## config.mk

```make
export PLATFORM = sky130hd
export DESIGN_NAME = alu_seq_ctrl
export DESIGN_NICKNAME = d
export VERILOG_FILES = /design/src/rtl/alu_seq_ctrl.sv
export SDC_FILE = /design/constraint.sdc
export NUM_CORES = 1
export LEC_CHECK = 0
export BUFFER_PORTS_ARGS = -buffer_cell sky130_fd_sc_hd__buf_4
export CAP_MARGIN = 20
export CORE_MARGIN = 5
export CORE_UTILIZATION = 58
export CTS_CLUSTER_SIZE = 12
export DETAILED_ROUTE_END_ITERATION = 10
export GPL_ROUTABILITY_DRIVEN = 0
export HOLD_SLACK_MARGIN = 0.12
export PLACE_DENSITY = 0.77
export SYNTH_ARGS = -nofsm -noshare
export SYNTH_HDL_FRONTEND = slang
export SYNTH_SLANG_ARGS = --single-unit
export TNS_END_PERCENT = 100
```

## constraint.sdc

```tcl
create_clock -name clk -period 3.8 [get_ports clk]
set_input_delay 0.95 -clock clk [delete_from_list [all_inputs] [get_ports clk]]
set_output_delay 0.95 -clock clk [all_outputs]
set_load 0.02 [all_outputs]
```

## src/rtl/alu_seq_ctrl.sv

```systemverilog
// Multi-word (1-4 x 16 bit) add/or/and/not sequencer around an external combinational ALU.
// One word per cycle in RUN, a one-cycle DONE pulse follows; start and operand writes are ignored while busy.
module alu_seq_ctrl (
  input  logic        clk,
  input  logic        rst_n,
  input  logic        start,
  input  logic [1:0]  op,
  input  logic [1:0]  nwords,
  input  logic        wr_en,
  input  logic        wr_sel,
  input  logic [1:0]  wr_addr,
  input  logic [15:0] wr_data,
  input  logic [1:0]  rd_addr,
  output logic [15:0] rd_data,
  output logic        busy,
  output logic        done,
  output logic        cy_flag,
  output logic [15:0] alu_a,
  output logic [15:0] alu_b,
  output logic [3:0]  alu_aluc,
  output logic        alu_cy_in,
  input  logic [15:0] alu_z,
  input  logic        alu_cy_out
);

  typedef enum logic [1:0] {IDLE, RUN, DONE} state_t;

  localparam logic [1:0] OP_MADD = 2'b00;
  localparam logic [1:0] OP_MOR  = 2'b01;
  localparam logic [1:0] OP_MAND = 2'b10;
  localparam logic [1:0] OP_MNOT = 2'b11;

  localparam logic [3:0] ALUC_ADD  = 4'b0100;
  localparam logic [3:0] ALUC_ADC  = 4'b0101;
  localparam logic [3:0] ALUC_OR   = 4'b0110;
  localparam logic [3:0] ALUC_AND  = 4'b0111;
  localparam logic [3:0] ALUC_NOTA = 4'b0010;
  localparam logic [3:0] ALUC_IDLE = 4'b1000;

  state_t      state_q, state_d;
  logic [15:0] a_bank [4];
  logic [15:0] b_bank [4];
  logic [15:0] r_bank [4];
  logic [1:0]  idx;
  logic [1:0]  last;
  logic [1:0]  op_q;
  logic        cq;

  always_ff @(posedge clk) begin
    if (!rst_n) state_q <= IDLE;
    else        state_q <= state_d;
  end

  always_ff @(posedge clk) begin
    if (!rst_n) begin
      idx     <= 2'd0;
      last    <= 2'd0;
      op_q    <= 2'd0;
      cq      <= 1'b0;
      cy_flag <= 1'b0;
      for (int i = 0; i < 4; i++) begin
        a_bank[i] <= 16'd0;
        b_bank[i] <= 16'd0;
        r_bank[i] <= 16'd0;
      end
    end else begin
      // Operands are frozen once an operation is in flight.
      if (wr_en && state_q == IDLE) begin
        if (wr_sel) b_bank[wr_addr] <= wr_data;
        else        a_bank[wr_addr] <= wr_data;
      end
      case (state_q)
        IDLE: begin
          if (start) begin
            op_q <= op;
            last <= nwords;
            idx  <= 2'd0;
            cq   <= 1'b0;
          end
        end
        RUN: begin
          r_bank[idx] <= alu_z;
          cq <= (op_q == OP_MADD) ? alu_cy_out : 1'b0;
          if (idx != last) idx <= idx + 2'd1;
        end
        DONE: cy_flag <= cq;
        default: ;
      endcase
    end
  end

  always_comb begin
    state_d   = state_q;
    busy      = 1'b0;
    done      = 1'b0;
    alu_a     = 16'd0;
    alu_b     = 16'd0;
    alu_aluc  = ALUC_IDLE;
    alu_cy_in = 1'b0;
    case (state_q)
      IDLE: begin
        if (start) state_d = RUN;
      end
      RUN: begin
        busy  = 1'b1;
        alu_a = a_bank[idx];
        alu_b = b_bank[idx];
        case (op_q)
          OP_MADD: begin
            alu_aluc  = (idx == 2'd0) ? ALUC_ADD : ALUC_ADC;
            alu_cy_in = (idx == 2'd0) ? 1'b0 : cq;
          end
          OP_MOR:  alu_aluc = ALUC_OR;
          OP_MAND: alu_aluc = ALUC_AND;
          OP_MNOT: alu_aluc = ALUC_NOTA;
          default: alu_aluc = ALUC_IDLE;
        endcase
        if (idx == last) state_d = DONE;
      end
      DONE: begin
        busy    = 1'b1;
        done    = 1'b1;
        state_d = IDLE;
      end
      default: state_d = IDLE;
    endcase
    // Reset is synchronous, but outputs must already look idle while it is held.
    if (!rst_n) begin
      busy      = 1'b0;
      done      = 1'b0;
      alu_a     = 16'd0;
      alu_b     = 16'd0;
      alu_aluc  = ALUC_IDLE;
      alu_cy_in = 1'b0;
    end
  end

  assign rd_data = r_bank[rd_addr];

endmodule

```

---- Word level (Yosys, flattened, before mapping) ----
Memories as Yosys holds them, arrays and structs flattened. A register that Yosys moved wholly into a read port is not among the register bits.
Index checks and enable logic that the tools add are counted.
word-level totals
  flip-flop bits (word level) ............. 10
  bits in writable memories ............... 192
  output and inout port bits .............. 56
  memories ................................ 3
memories
  name    words  width  read ports  clocked after Yosys merged registers in  wr ports  line  source
  a_bank  4      16     1           1                                        4         41    logic [15:0] a_bank [4];
  b_bank  4      16     1           1                                        4         42    logic [15:0] b_bank [4];
  r_bank  4      16     1           0                                        4         43    logic [15:0] r_bank [4];
operators by class
  $add $sub $neg .......................... 1
  equality and inequality tests ........... 10
  multiplexer cells ....................... 50
  reductions and logical operators ........ 13
operators with widths
  kind                                            count
  2-to-1 mux 16 bit                               7
  OR reduction 16 bit                             3
  2-to-1 mux 1 bit                                26
  2-to-1 mux 2 bit                                11
  case mux 4 bit (4 select lines)                 1
  2-to-1 mux 4 bit                                2
  case mux 2 bit (2 select lines)                 2
  == test 2 bit (second input constant)           3
  zero test 2 bit                                 3
  inequality test 2 bit (second input constant)   3
  AND reduction 2 bit                             3
  == test 2 x 1 -> 1 bit (second input constant)  2
  AND reduction 3 bit                             1
  adder 2 x 1 -> 2 bit (second input constant)    1
  == test 2 bit                                   1
  inequality test 2 bit                           1
  case mux 1 bit (2 select lines)                 1
  nonzero test 2 bit                              1
  OR reduction 2 bit                              1
  logical AND 1 bit                               1

---- Longest topological paths before layout ----
  word-level depth ........................ 7
  mapped depth ............................ 6
  depth with buffers taken out ............ 5

---- Least setup slack after synthesis ----
OpenSTA, ideal clock, no wires.
  kind .................................... input port to output port
  start ................................... input port rd_addr[0]
  end ..................................... output port rd_data[10]
  arrival time ............................ 2.078 ns
  slack ................................... 0.772 ns
  stages on the path ...................... 3
  buffers on the path ..................... 2
  path through ............................ buf_2 -> buf_2 -> mux4_2
between the ends
  longest elaborated chain between the ends .. 1
ends and longest elaborated chain
  element                   line  source
  start: declaration        13    input logic [1:0] rd_addr,
  memory read (4 x 16 bit)  --
  end: declaration          14    output logic [15:0] rd_data,
No other way between the ends.

---- Worst setup path in the final report ----
  start ................................... register state_q[1]
  end ..................................... output port alu_cy_in
between the ends
  longest elaborated chain between the ends .. 3
ends and longest elaborated chain
  element                   line  source
  start: declaration        40    state_t state_q, state_d;
  start signal: assignment  51    else state_q <= state_d;
  == test 2 x 1 -> 1 bit    100   case (state_q)
  2-to-1 mux 1 bit          100
  2-to-1 mux 1 bit          128   if (!rst_n) begin
  end: declaration          21    output logic alu_cy_in,
No other way between the ends.

==> results by group <==
Outcome
  – Status: finished clean

Final layout
  – Diode count: 0
  – Most common cell after layout, fill and taps aside: edfxtp_1
  – Layout area overhead: 19.12%
  – Layout cells sized above 1: 28.12%
  – NumNets Final: 765
  – Commonest non-fill, non-tap cells in the layout: 192 x edfxtp_1, 178 x and2_1, 124 x buf_4, 48 x mux4_2, 33 x nor2b_1

Yosys
  – Number of synthesized register bits: 204
  – Sequential element share of the synthesized area: 65.29%
  – Synth Area per Inst: 15.36 um2
  – Number of library cell types mapped by synthesis: 35
  – Synthesized area: 9199 um2
  – Syn_nets: 650
  – Yosys Warn Count: 0
  – Post-synthesis cell count: 599

Global routing
  – Largest net degree at the start of global routing: 41
  – Global-route wire length before repair: 31670 um
  – Vias in the first global route: 5692
  – Global Route Usage Sum: 22.41%
  – Gr ovfl total: 0
  – Antenna violations before repair: 0

Route
  – Via count: 5391
  – Routed wire length: 20110 um
  – Avg WL per Cell: 21.28 um
  – First drt pass iteration count: 5
  – DR iter-0 viols: 447
  – ANT nets after route: 0
  – Vias per cell: 5.705
  – Drt drc: 0

Critical path
  – Reg-to-Reg End: b_bank[0][0]
  – Critical Path Fanout Max: 18
  – Crit path launch type: register
  – Reg2Reg Setup Slack: 930 ps
  – Arr. time, crit path: 2350 ps
  – Max incr delay on CP: 510 ps
  – Delay-heaviest family, CP: simple AND/OR/NAND/NOR gates
  – CP endpoint kind: output port
  – Worst Path Buf+Inv: 2
  – Crit path kind: register to output port
  – Worst path slowest cell: nand2_1
  – Critical R2R Launch: state_q[0]
  – Critical path data required time: 2850 ps
  – R2R cell count: 6
  – CP cell instances: inv_1 > ha_1 > nand2_1 > nor4bb_1 > buf_4

Clock network
  – Hold_buf cts: 0
  – Sink Count: 204
  – H-tree levels: 1
  – CTS tree: yes
  – Clock buffer depth: 3
  – Root buffer cell: clkbuf_16
  – Clock transition at path regs: 60 ps
  – Post-CTS Resized: 0
  – Worst-Skew Late Latency: 510 ps
  – CTS buffer count: 22
  – Post-CTS Setup Inserts: 0

Worst hold path
  – HP Class: register to register
  – HP Start: last[1]
  – Hold path endpoint: last[1]
  – Hold Crit Depth: 2

Floorplan
  – Num ports: 102
  – Die height: 135.9 um
  – Std cell rows: 46
  – Starting Density: 58.54%
  – Die Wd: 135.9 um
  – Die area: 18480 um2
  – Core ar.: 15710 um2

STA
  – Minimum clock period: 3297 ps
  – Max Clock Freq: 303.3 MHz
  – Final setup viols: 0
  – Slew margin rel.: 35.89%
  – Final Max Slew Viols: 0
  – RSZ-0062 raised after global routing: false
  – Clock skew: 12.51 ps
  – Worst-Margin Slew: 956.4 ps
  – Setup_tns: 0 ps
  – Final worst setup slack: 503.4 ps
  – Final hold violation count: 0
  – Period Utilization, post-route: 86.75%

Place
  – # port buffers: 101
  – Post-DP HPWL: 13020 um
  – Place WS: 584.2 ps

Pwr
  – Static leakage: 4.178 nW
  – Maximum VDD drop: 0.0003936 V
  – Pwr/cell area: 512.0 nW/um2

Flow run
  – Max-Cap Viols: 0
==> worst reg2reg max path, cell delays in order, from the launching register on <==
cell and delay, ps:
dfxtp_1 330, inv_1 130, ha_1 560, nand4_1 300, nor3_2 180, buf_4 250
nand2b_1 750
==> cells in the mapped netlist <==
| library cell | number | area share [%] |
|---|---|---|
| xnor2_1 | 2 | 0.19 |
| nor3_2 | 4 | 0.44 |
| mux4_2 | 48 | 12 |
| and4b_1 | 2 | 0.22 |
| nand2b_1 | 7 | 0.48 |
| inv_1 | 7 | 0.29 |
| clkbuf_1 | 23 | 0.94 |
| nand4b_1 | 2 | 0.19 |
| a2111o_1 | 2 | 0.24 |
| ha_1 | 5 | 0.68 |
| nor2b_1 | 33 | 2.2 |
| a211o_1 | 1 | 0.095 |
| buf_2 | 5 | 0.27 |
| o211ai_1 | 1 | 0.082 |
| buf_4 | 2 | 0.16 |
| nor3_1 | 2 | 0.11 |
| and2_1 | 178 | 12 |
| a41oi_1 | 1 | 0.095 |
| o21ai_0 | 7 | 0.38 |
| buf_1 | 4 | 0.16 |
| and4_1 | 1 | 0.095 |
| nand3_1 | 8 | 0.44 |
| a21oi_1 | 6 | 0.33 |
| a31oi_1 | 1 | 0.068 |
| and3_1 | 16 | 1.1 |
| nor4bb_1 | 1 | 0.11 |
| nand2_1 | 10 | 0.41 |
| mux2i_1 | 2 | 0.22 |
| dfxtp_1 | 12 | 2.6 |
| edfxtp_1 | 192 | 63 |
| o311ai_0 | 1 | 0.095 |
| a221oi_1 | 1 | 0.095 |
| nand4_1 | 3 | 0.20 |
| nor2_1 | 7 | 0.29 |
| o31ai_1 | 2 | 0.16 |
==> layout make-up <==
class                      instances  area [um2]
sequential                       204        6007
fill                            1053        4755
multi-input combinational        354        3030
timing repair buffer             125       950.9
clock buffer                      33       611.8
tap                              216       270.3
clock inverter                     6       61.31
inverter                           7       26.28
==> cell families after synthesis <==
| logic type | after synthesis | synth area share [%] |
|---|---|---|
| muxes | 50 | 11.97 |
| AOI/OAI and AO/OA | 23 | 1.646 |
| DFF | 204 | 65.29 |
| adders and majority gates | 5 | 0.6801 |
| xor gates and xnor gates | 2 | 0.1905 |
| buffers and inverters | 41 | 1.823 |
| and+or+nand+nor | 274 | 18.40 |
==> sequential cells by signal, indices dropped and copies added, names as in the netlist, named ones only <==
signal and count:
op_q 2, a_bank 64, last 2, b_bank 64
r_bank 64, cy_flag 1, state_q 2, cq 1
idx 2
==> power by group <==
group          total (mW)  switching (mW)  internal, mW
clock                1.98           0.806          1.18
sequential           2.72          0.0634          2.66
combinational       0.906           0.533         0.373
==> worst max-delay path by stage <==
stage,cells past startpoint,end,start,slack [ps]
detailed placement,6,b_bank[0][9],rst_n,580
CTS,6,alu_b[12],state_q[1],490
finish,5,alu_cy_in,state_q[1],500
floorplan,3,rd_data[10],rd_addr[0],770
global placement,6,b_bank[0][7],rst_n,620
global route,6,alu_b[7],state_q[1],320
==> metrics by stage <==
| stage | instances | util [%] | cell area (um2) | hold WS, ps | power (mW) |
|---|---|---|---|---|---|
| floorplan | 599 | - | 9199 | 439.5 | 3.293 |
| global placement | 906 | 65.46 | 10280 | 471.8 | 3.632 |
| detailed placement | 906 | 65.46 | 10280 | 475.7 | 3.673 |
| CTS | 945 | 69.74 | 10960 | 483.4 | 5.656 |
| global route | 945 | 69.74 | 10960 | 508.6 | 5.824 |
| finish | 945 | 69.74 | 10960 | 478.5 | 5.611 |
==> routing by layer <==
layer,track usage (%),vias up,wire [um]
met4,6.159,0,537
met2,40.76,187,10710
met1,28.06,2722,7714
met5,0,-,0
li1,-,2443,-
met3,3.479,39,1155
(Power assumes the default switching activity.)
